**src/rtl/series_operand_feeder.sv**
```systemverilog
// rtl/series_operand_feeder.sv - operand FIFO and launch sequencer for the series-evaluation engine
//
// Buffers operand words and launches one engine evaluation per word: x_out is
// loaded at the pop, start is held high for START_LEN cycles, then the block
// waits for the engine to leave idle and return before the next launch.
// Optional build macro: SERIES_FEEDER_TIMEOUT_EN (bounded WAIT_DONE, sticky err).
//
// Ports:
//   clk        clock, all logic on posedge
//   rst_n      synchronous active-low reset
//   in_valid   operand offered
//   in_ready   FIFO not full
//   in_data    operand value
//   eng_idle   engine controller is idle
//   start      start level to the engine
//   x_out      operand currently launched
//   fifo_level number of buffered entries
//   job_cnt    completed jobs, wraps at 256
//   err        sticky timeout flag (tied 0 without the timeout build)
module series_operand_feeder #(
  parameter int DATA_W    = 16,
  parameter int DEPTH     = 4,
  parameter int START_LEN = 2,
  parameter int TIMEOUT   = 64
) (
  input  logic                       clk,
  input  logic                       rst_n,
  input  logic                       in_valid,
  output logic                       in_ready,
  input  logic [DATA_W-1:0]          in_data,
  input  logic                       eng_idle,
  output logic                       start,
  output logic [DATA_W-1:0]          x_out,
  output logic [$clog2(DEPTH):0]     fifo_level,
  output logic [7:0]                 job_cnt,
  output logic                       err
);

  localparam int AW = $clog2(DEPTH);
  localparam int LW = AW + 1;
  localparam int CW = $clog2(START_LEN + 1);

  typedef enum logic [1:0] {IDLE, LAUNCH, WAIT_DONE} state_t;

  state_t            state, state_nx;
  logic [DATA_W-1:0] mem [DEPTH];
  logic [AW-1:0]     wr_ptr, rd_ptr;
  logic [LW-1:0]     level;
  logic [CW-1:0]     cnt;
  logic              busy_seen;
  logic              push, pop, done;

  assign in_ready   = (level != LW'(DEPTH));
  assign fifo_level = level;
  assign push       = in_valid && in_ready;

`ifdef SERIES_FEEDER_TIMEOUT_EN
  localparam int TW = $clog2(TIMEOUT + 1);
  logic [TW-1:0] to_cnt;
  logic          tout;

  // Counter is zero on every WAIT_DONE entry because it is held clear elsewhere.
  always_ff @(posedge clk) begin
    if (!rst_n) begin
      to_cnt <= '0;
      err    <= 1'b0;
    end else begin
      if (state != WAIT_DONE) to_cnt <= '0;
      else                    to_cnt <= to_cnt + 1'b1;
      if (tout) err <= 1'b1;
    end
  end
`else
  assign err = 1'b0;
`endif

  always_comb begin
    state_nx = state;
    start    = 1'b0;
    pop      = 1'b0;
    done     = 1'b0;
`ifdef SERIES_FEEDER_TIMEOUT_EN
    tout     = 1'b0;
`endif
    case (state)
      IDLE: begin
        if (level != '0 && eng_idle) begin
          pop      = 1'b1;
          state_nx = LAUNCH;
        end
      end
      LAUNCH: begin
        start = 1'b1;
        if (cnt == '0) state_nx = WAIT_DONE;
      end
      WAIT_DONE: begin
        // A stale idle level from before the launch must not count as completion.
        if (busy_seen && eng_idle) begin
          done     = 1'b1;
          state_nx = IDLE;
        end
`ifdef SERIES_FEEDER_TIMEOUT_EN
        else if (to_cnt == TW'(TIMEOUT - 1)) begin
          tout     = 1'b1;
          state_nx = IDLE;
        end
`endif
      end
      default: state_nx = IDLE;
    endcase
  end

  always_ff @(posedge clk) begin
    if (push) mem[wr_ptr] <= in_data;
  end

  always_ff @(posedge clk) begin
    if (!rst_n) begin
      state     <= IDLE;
      wr_ptr    <= '0;
      rd_ptr    <= '0;
      level     <= '0;
      x_out     <= '0;
      job_cnt   <= '0;
      busy_seen <= 1'b0;
      cnt       <= '0;
    end else begin
      state <= state_nx;
      if (push) wr_ptr <= wr_ptr + 1'b1;
      if (pop) begin
        rd_ptr    <= rd_ptr + 1'b1;
        x_out     <= mem[rd_ptr];
        busy_seen <= 1'b0;
        cnt       <= CW'(START_LEN - 1);
      end else if ((state == LAUNCH || state == WAIT_DONE) && !eng_idle) begin
        busy_seen <= 1'b1;
      end
      if (state == LAUNCH && cnt != '0) cnt <= cnt - 1'b1;
      if (push && !pop)      level <= level + 1'b1;
      else if (pop && !push) level <= level - 1'b1;
      if (done) job_cnt <= job_cnt + 1'b1;
    end
  end

endmodule
```
**config.mk**
```make
export PLATFORM = sky130hd
export DESIGN_NAME = series_operand_feeder
export DESIGN_NICKNAME = d
export VERILOG_FILES = /design/src/rtl/series_operand_feeder.sv
export SDC_FILE = /design/constraint.sdc
export NUM_CORES = 1
export LEC_CHECK = 0
export ABC_AREA = 1
export BUFFER_PORTS_ARGS = -buffer_cell sky130_fd_sc_hd__buf_4
export CAP_MARGIN = 10
export CORE_UTILIZATION = 38
export CTS_CLUSTER_SIZE = 20
export DETAILED_ROUTE_END_ITERATION = 8
export SETUP_SLACK_MARGIN = 0.2
export SLEW_MARGIN = 20
export SYNTH_ARGS = -nofsm -noshare
export SYNTH_HDL_FRONTEND = slang
export SYNTH_SLANG_ARGS = --single-unit
```
**constraint.sdc**
```tcl
create_clock -name clk -period 4.8 [get_ports clk]
set_input_delay 1.44 -clock clk [delete_from_list [all_inputs] [get_ports clk]]
set_output_delay 1.44 -clock clk [all_outputs]
set_load 0.02 [all_outputs]
```
# Word-level counts from Yosys, hierarchy flattened
# Memory sizes are Yosys's and may differ from the RTL's. A register that Yosys moved wholly into a read port is not among the register bits.
# Cells that the tools add are included.
word_totals:
  wordCells: 56
  reg_bits: 20
  memories: 1
  in_bits: 20
  ram_bits: 64
  output_inout_bits: 30
classes:
  n_mux: 15
  addsub: 6
  bitwise_logic: 1
  eq_ne: 6
  reduce_logical: 20
memory_table:
  columns: ["memory", "words", "width", "rd", "rd_ports_with_merged_regs", "wr", "line_no", "text"]
  rows:
  - ["mem", 4, 16, 1, 1, 1, "46", "logic [DATA_W-1:0] mem [DEPTH];"]
op_table:
  columns: ["op", "n"]
  rows:
  - ["2-bit two-way mux", 5]
  - ["8-bit by 1-bit adder with 8-bit output, second input constant", 1]
  - ["1-bit logical AND", 7]
  - ["1-bit two-way mux", 7]
  - ["3-bit two-way mux", 2]
  - ["2-bit != test, second input constant", 3]
  - ["2-bit case mux with 3 select lines", 1]
  - ["2-bit nonzero test", 3]
  - ["2-bit by 1-bit adder with 2-bit output, second input constant", 2]
  - ["1-bit logical NOT", 4]
  - ["2-bit logical NOT", 2]
  - ["3-bit by 1-bit adder with 3-bit output, second input constant", 1]
  - ["3-bit != test, second input constant", 1]
  - ["3-bit AND reduction", 1]
  - ["3-bit nonzero test", 1]
  - ["3-bit by 1-bit subtractor with 3-bit output, second input constant", 1]
  - ["2-bit by 1-bit == test with 1-bit output, second input constant", 1]
  - ["2-bit == test, second input constant", 1]
  - ["2-bit OR reduction", 1]
  - ["2-bit by 1-bit subtractor with 2-bit output, second input constant", 1]
  - ["1-bit logical OR", 1]
  - ["1-bit NOT", 1]

# Logic depth before layout (Yosys ltp)
depth:
  ltp_word: 7
  depth_mapped: 12

# Least setup slack after synthesis
# Ideal clock, no wire load.
synth_path:
  path_kind: "in2reg"
  from: "input port eng_idle"
  to: "register level[2] (netlist: fifo_level[2])"
  t_arrival_ps: 2654
  required_time_ps: 4687
  setup_slack_ps: 2033
  setup_time_ps: 113
  path_stages: 9
  path_buffers: 1
  path_cell_list: "nand3_2 > buf_2 > ha_1 > inv_1 > fa_1 > a21oi_1 > o21ai_0 > nor2_1 > nor2_1"
synth_via:
  elab_chain_len: 6
  elab_cells_between_ends: 8
  classes_between: "mux: 3; reduce/logical: 5"
synth_rtl:
  columns: ["element", "line_no", "text"]
  rows:
  - ["from (decl)", "31", "input logic eng_idle,"]
  - ["1-bit logical AND (*)", "87", "if (level != '0 && eng_idle) begin"]
  - ["1-bit two-way mux (*)", "87", null]
  - ["1-bit two-way mux (*)", "85", "case (state)"]
  - ["1-bit logical NOT", "139", "if (push && !pop) level <= level + 1'b1;"]
  - ["1-bit logical AND", "139", null]
  - ["3-bit two-way mux / 2-bit nonzero test (equally long branches)", null, null]
  - ["to (signal assigned)", "139", null]
  - ["to (signal assigned)", "140", "else if (pop && !push) level <= level - 1'b1;"]
  - ["to (decl)", "48", "logic [LW-1:0] level;"]
# Mark *: on every way between the ends. The rest lies on a longest branch, timed or not.
# A chain may end at the register's enable or synchronous reset.

# Worst setup path in the final report
layout_path:
  from: "input port eng_idle"
  to: "register level[1] (netlist: fifo_level[1])"
# The elaborated chain is that of the path after synthesis.

==> impl_metrics.env <==
export IMPL_outcome="complete, no violations"
export IMPL_worstSetupPathType="primary input to register"
export IMPL_yosysSeqAreaShare_pct=66.2
export IMPL_placement_io_buffers=48
export IMPL_worst_path_buf_inv=2
export IMPL_antenna_cells=0
export IMPL_worstMarginPinSlew_ns=0.945
export IMPL_drive_above_1_share_pct=18.0
export IMPL_syn2layout_area_growth_pct=17.3
export IMPL_grt_pass1_vias=2466
export IMPL_cts_buffers=9
export IMPL_ctsResizeCount=0
export IMPL_fmax_mhz=361
export IMPL_setup_tns_ns=0
export IMPL_period_needed_ns=2.77
export IMPL_cpLargestDelayFamily="adder cells"
export IMPL_die_w_um=104
export IMPL_path_cells="buf_4 > nand3_2 > ha_1 > inv_1 > fa_1 > o21ai_0 > nor2_1"
export IMPL_relSlewSlack_pct=36.9
export IMPL_ant_nets=0
export IMPL_p_clk_share_pct=23.3
export IMPL_wirelength_um=7690
export IMPL_synth_seq_cells=100
export IMPL_core_area_mm2=0.0102
export IMPL_ys_warn_count=0
export IMPL_p_leak_nw=1.80
export IMPL_overflow=0
export IMPL_vias=2689
export IMPL_skew_ns=0.0164
export IMPL_ir_worst_vdd_mv=0.207
export IMPL_drv_slew=0
export IMPL_cts_path_max_buffers=2
export IMPL_htreeDepth=3
export IMPL_syn_area_mm2=0.00399
export IMPL_synth_distinct_cells=28
export IMPL_critPathMaxStageDelay_ns=0.42
export IMPL_crit_arrival_ns=3.04
export IMPL_grt_start_max_net_pins=36
export IMPL_maxCapViolCount=0
export IMPL_synth_avg_cell_area_um2=10.8
export IMPL_first_iter_violations=159
export IMPL_cts_root_buf="clkbuf_8"
export IMPL_grt_usage_pct=14.6
export IMPL_endpoint_kind="register"
export IMPL_p_sw_share_pct=34.3
export IMPL_crit_required_ns=5.07
export IMPL_combinationalPowerShare_pct=29.2
export IMPL_cts_tree="yes"
export IMPL_die_h_um=104
export IMPL_gp_congestion=0.739
export IMPL_netlist_instances=371
export IMPL_slowest_stage="fa_1"
export IMPL_syn_num_nets=402
export IMPL_viasPerCell=4.81
export IMPL_antenna_found_initial=0
export IMPL_pin_count=50
export IMPL_rows=37
export IMPL_rsz0062_at_grt="false"
export IMPL_pre_cts_ws_ns=1.63
export IMPL_post_drt_wl_per_cell_um=13.8
export IMPL_period_share_pct=57.7
export IMPL_clk_latency_ns=0.36
export IMPL_hold_viol=0
export IMPL_initial_core_util_pct=39.0
export IMPL_setup_ws_ns=2.03
export IMPL_grt_pass1_wl_um=12300
export IMPL_first_pass_iters=4
export IMPL_dieArea_mm2=0.0109
export IMPL_dp_hpwl_um=4820
export IMPL_clk_pin_slew_ns=0.10
export IMPL_crit_fanout=24
export IMPL_finalPower_w=0.00245
export IMPL_postCtsSetupBuffers=0
export IMPL_cts_sinks=100
export IMPL_setup_violations=0
export IMPL_power_density_mw_per_mm2=524
export IMPL_internal_power_w=0.00161
export IMPL_hp_class="register to register"
export IMPL_drc=0
export IMPL_cts_hold_buf=0
export IMPL_seqPwrFrac_pct=47.4
export IMPL_critPathLaunchType="primary input"
export IMPL_layout_nets=449
export IMPL_power_switching_w=0.000842
-- sequential cells by signal, indices dropped and copies added, names as in the netlist --
| name | cells |
|---|---|
| busy_seen | 1 |
| cnt | 2 |
| fifo_level | 3 |
| job_cnt | 8 |
| mem | 64 |
| rd_ptr | 2 |
| state | 2 |
| wr_ptr | 2 |
| x_out | 16 |
-- tightest hold or removal path, stage by stage (launching register included) --
cell and delay, ns:
dfxtp_1 0.34, nand2_1 0.07, a21oi_1 0.05
-- area by class of cell --
type	instances	area [um^2]
clock buffer	10	128
clock inverter	6	88.8
fill	949	5550
inverter	33	124
multi-input combinational	223	1140
sequential	100	2640
tap	136	170
timing repair buffer	51	383
-- placed cells by master, fill, tap and decap left out, types with 2 or more instances in the layout --
cell       count
clkbuf_8       9
nand3_1        9
buf_4         51
dfxtp_1       35
o22ai_1       16
inv_1         31
bufinv_16      2
nand2_1       24
clkinv_4       2
edfxtp_1      64
o21ai_0       51
nor2_4         2
inv_2          2
nor2_1        79
ha_1          10
a21oi_1       13
o21ai_1        8
-- power by group through the flow --
stage | Clock, W | Sequential, W | Combinational (W)
finish | 0.000573 | 0.00116 | 0.000718
global route | 0.000616 | 0.00118 | 0.000803
CTS | 0.000583 | 0.00116 | 0.000727
detailed placement | 0 | 0.00118 | 0.000725
global placement | 0 | 0.00118 | 0.000712
floorplan | 0 | 0.00122 | 0.000436
-- cell families after synthesis --
kind of cell	count (synthesis)	share of synthesized area [%]
buf+inv	48	5.17
flops	100	66.2
xor+xnor	1	0.219
fa+ha+maj	11	3.64
simple gates	119	12.5
other cells	1	0.0940
compound gates	91	12.2
-- stage by stage --
stage | hold slack [ns] | cell area, um^2 | utilization (%) | std cells
after detailed placement | 0.477 | 4460 | 43.6 | 543
after CTS | 0.489 | 4680 | 45.8 | 559
after floorplan | 0.456 | 3990 | - | 371
final | 0.489 | 4680 | 45.8 | 559
after global placement | 0.467 | 4460 | 43.6 | 543
after global routing | 0.518 | 4680 | 45.8 | 559
-- path summary, 6_finish.rpt --
path	endpoint	slack (ns)	cells past startpoint	from
worst max-delay path	fifo_level[1]$_SDFFE_PN0P_	2.03	7	eng_idle
worst min-delay path	state[0]$_SDFFE_PN0P_	0.49	2	state[0]$_SDFFE_PN0P_
worst max register to register	fifo_level[1]$_SDFFE_PN0P_	2.59	8	fifo_level[0]$_SDFFE_PN0P_
worst min register to register	state[0]$_SDFFE_PN0P_	0.49	2	state[0]$_SDFFE_PN0P_
-- cells in the mapped netlist --
library cell,instances,area share (%)
nor2_1,80,7.5
edfxtp_1,64,48
o21ai_0,51,6.4
dfxtp_1,36,18
inv_1,31,2.9
nand2_1,24,2.3
o22ai_1,16,2.5
a21oi_1,13,1.6
ha_1,10,3.1
nand3_1,9,1.1
buf_2,8,1.0
o21ai_1,8,1.0
clkbuf_1,3,0.28
buf_4,2,0.38
inv_2,2,0.19
nor2_4,2,0.56
buf_6,1,0.28
clkbuf_2,1,0.13
conb_1,1,0.094
fa_1,1,0.50
nand2_2,1,0.16
nand3_2,1,0.25
nand3_4,1,0.44
o211ai_1,1,0.19
o21a_1,1,0.19
o21bai_2,1,0.28
or2_2,1,0.16
xor2_1,1,0.22
-- routing by layer --
| metal | share of wire (%) | wire (um) | vias to the layer above | global-route usage (%) |
|---|---|---|---|---|
| li1 | - | - | 1356 | - |
| met1 | 47 | 3640 | 1275 | 19.3 |
| met2 | 48 | 3660 | 48 | 23.6 |
| met3 | 3.4 | 259 | 10 | 2.57 |
| met4 | 1.6 | 125 | 0 | 6.12 |
| met5 | 0 | 0 | - | 0 |
(Power assumes the default switching activity.)
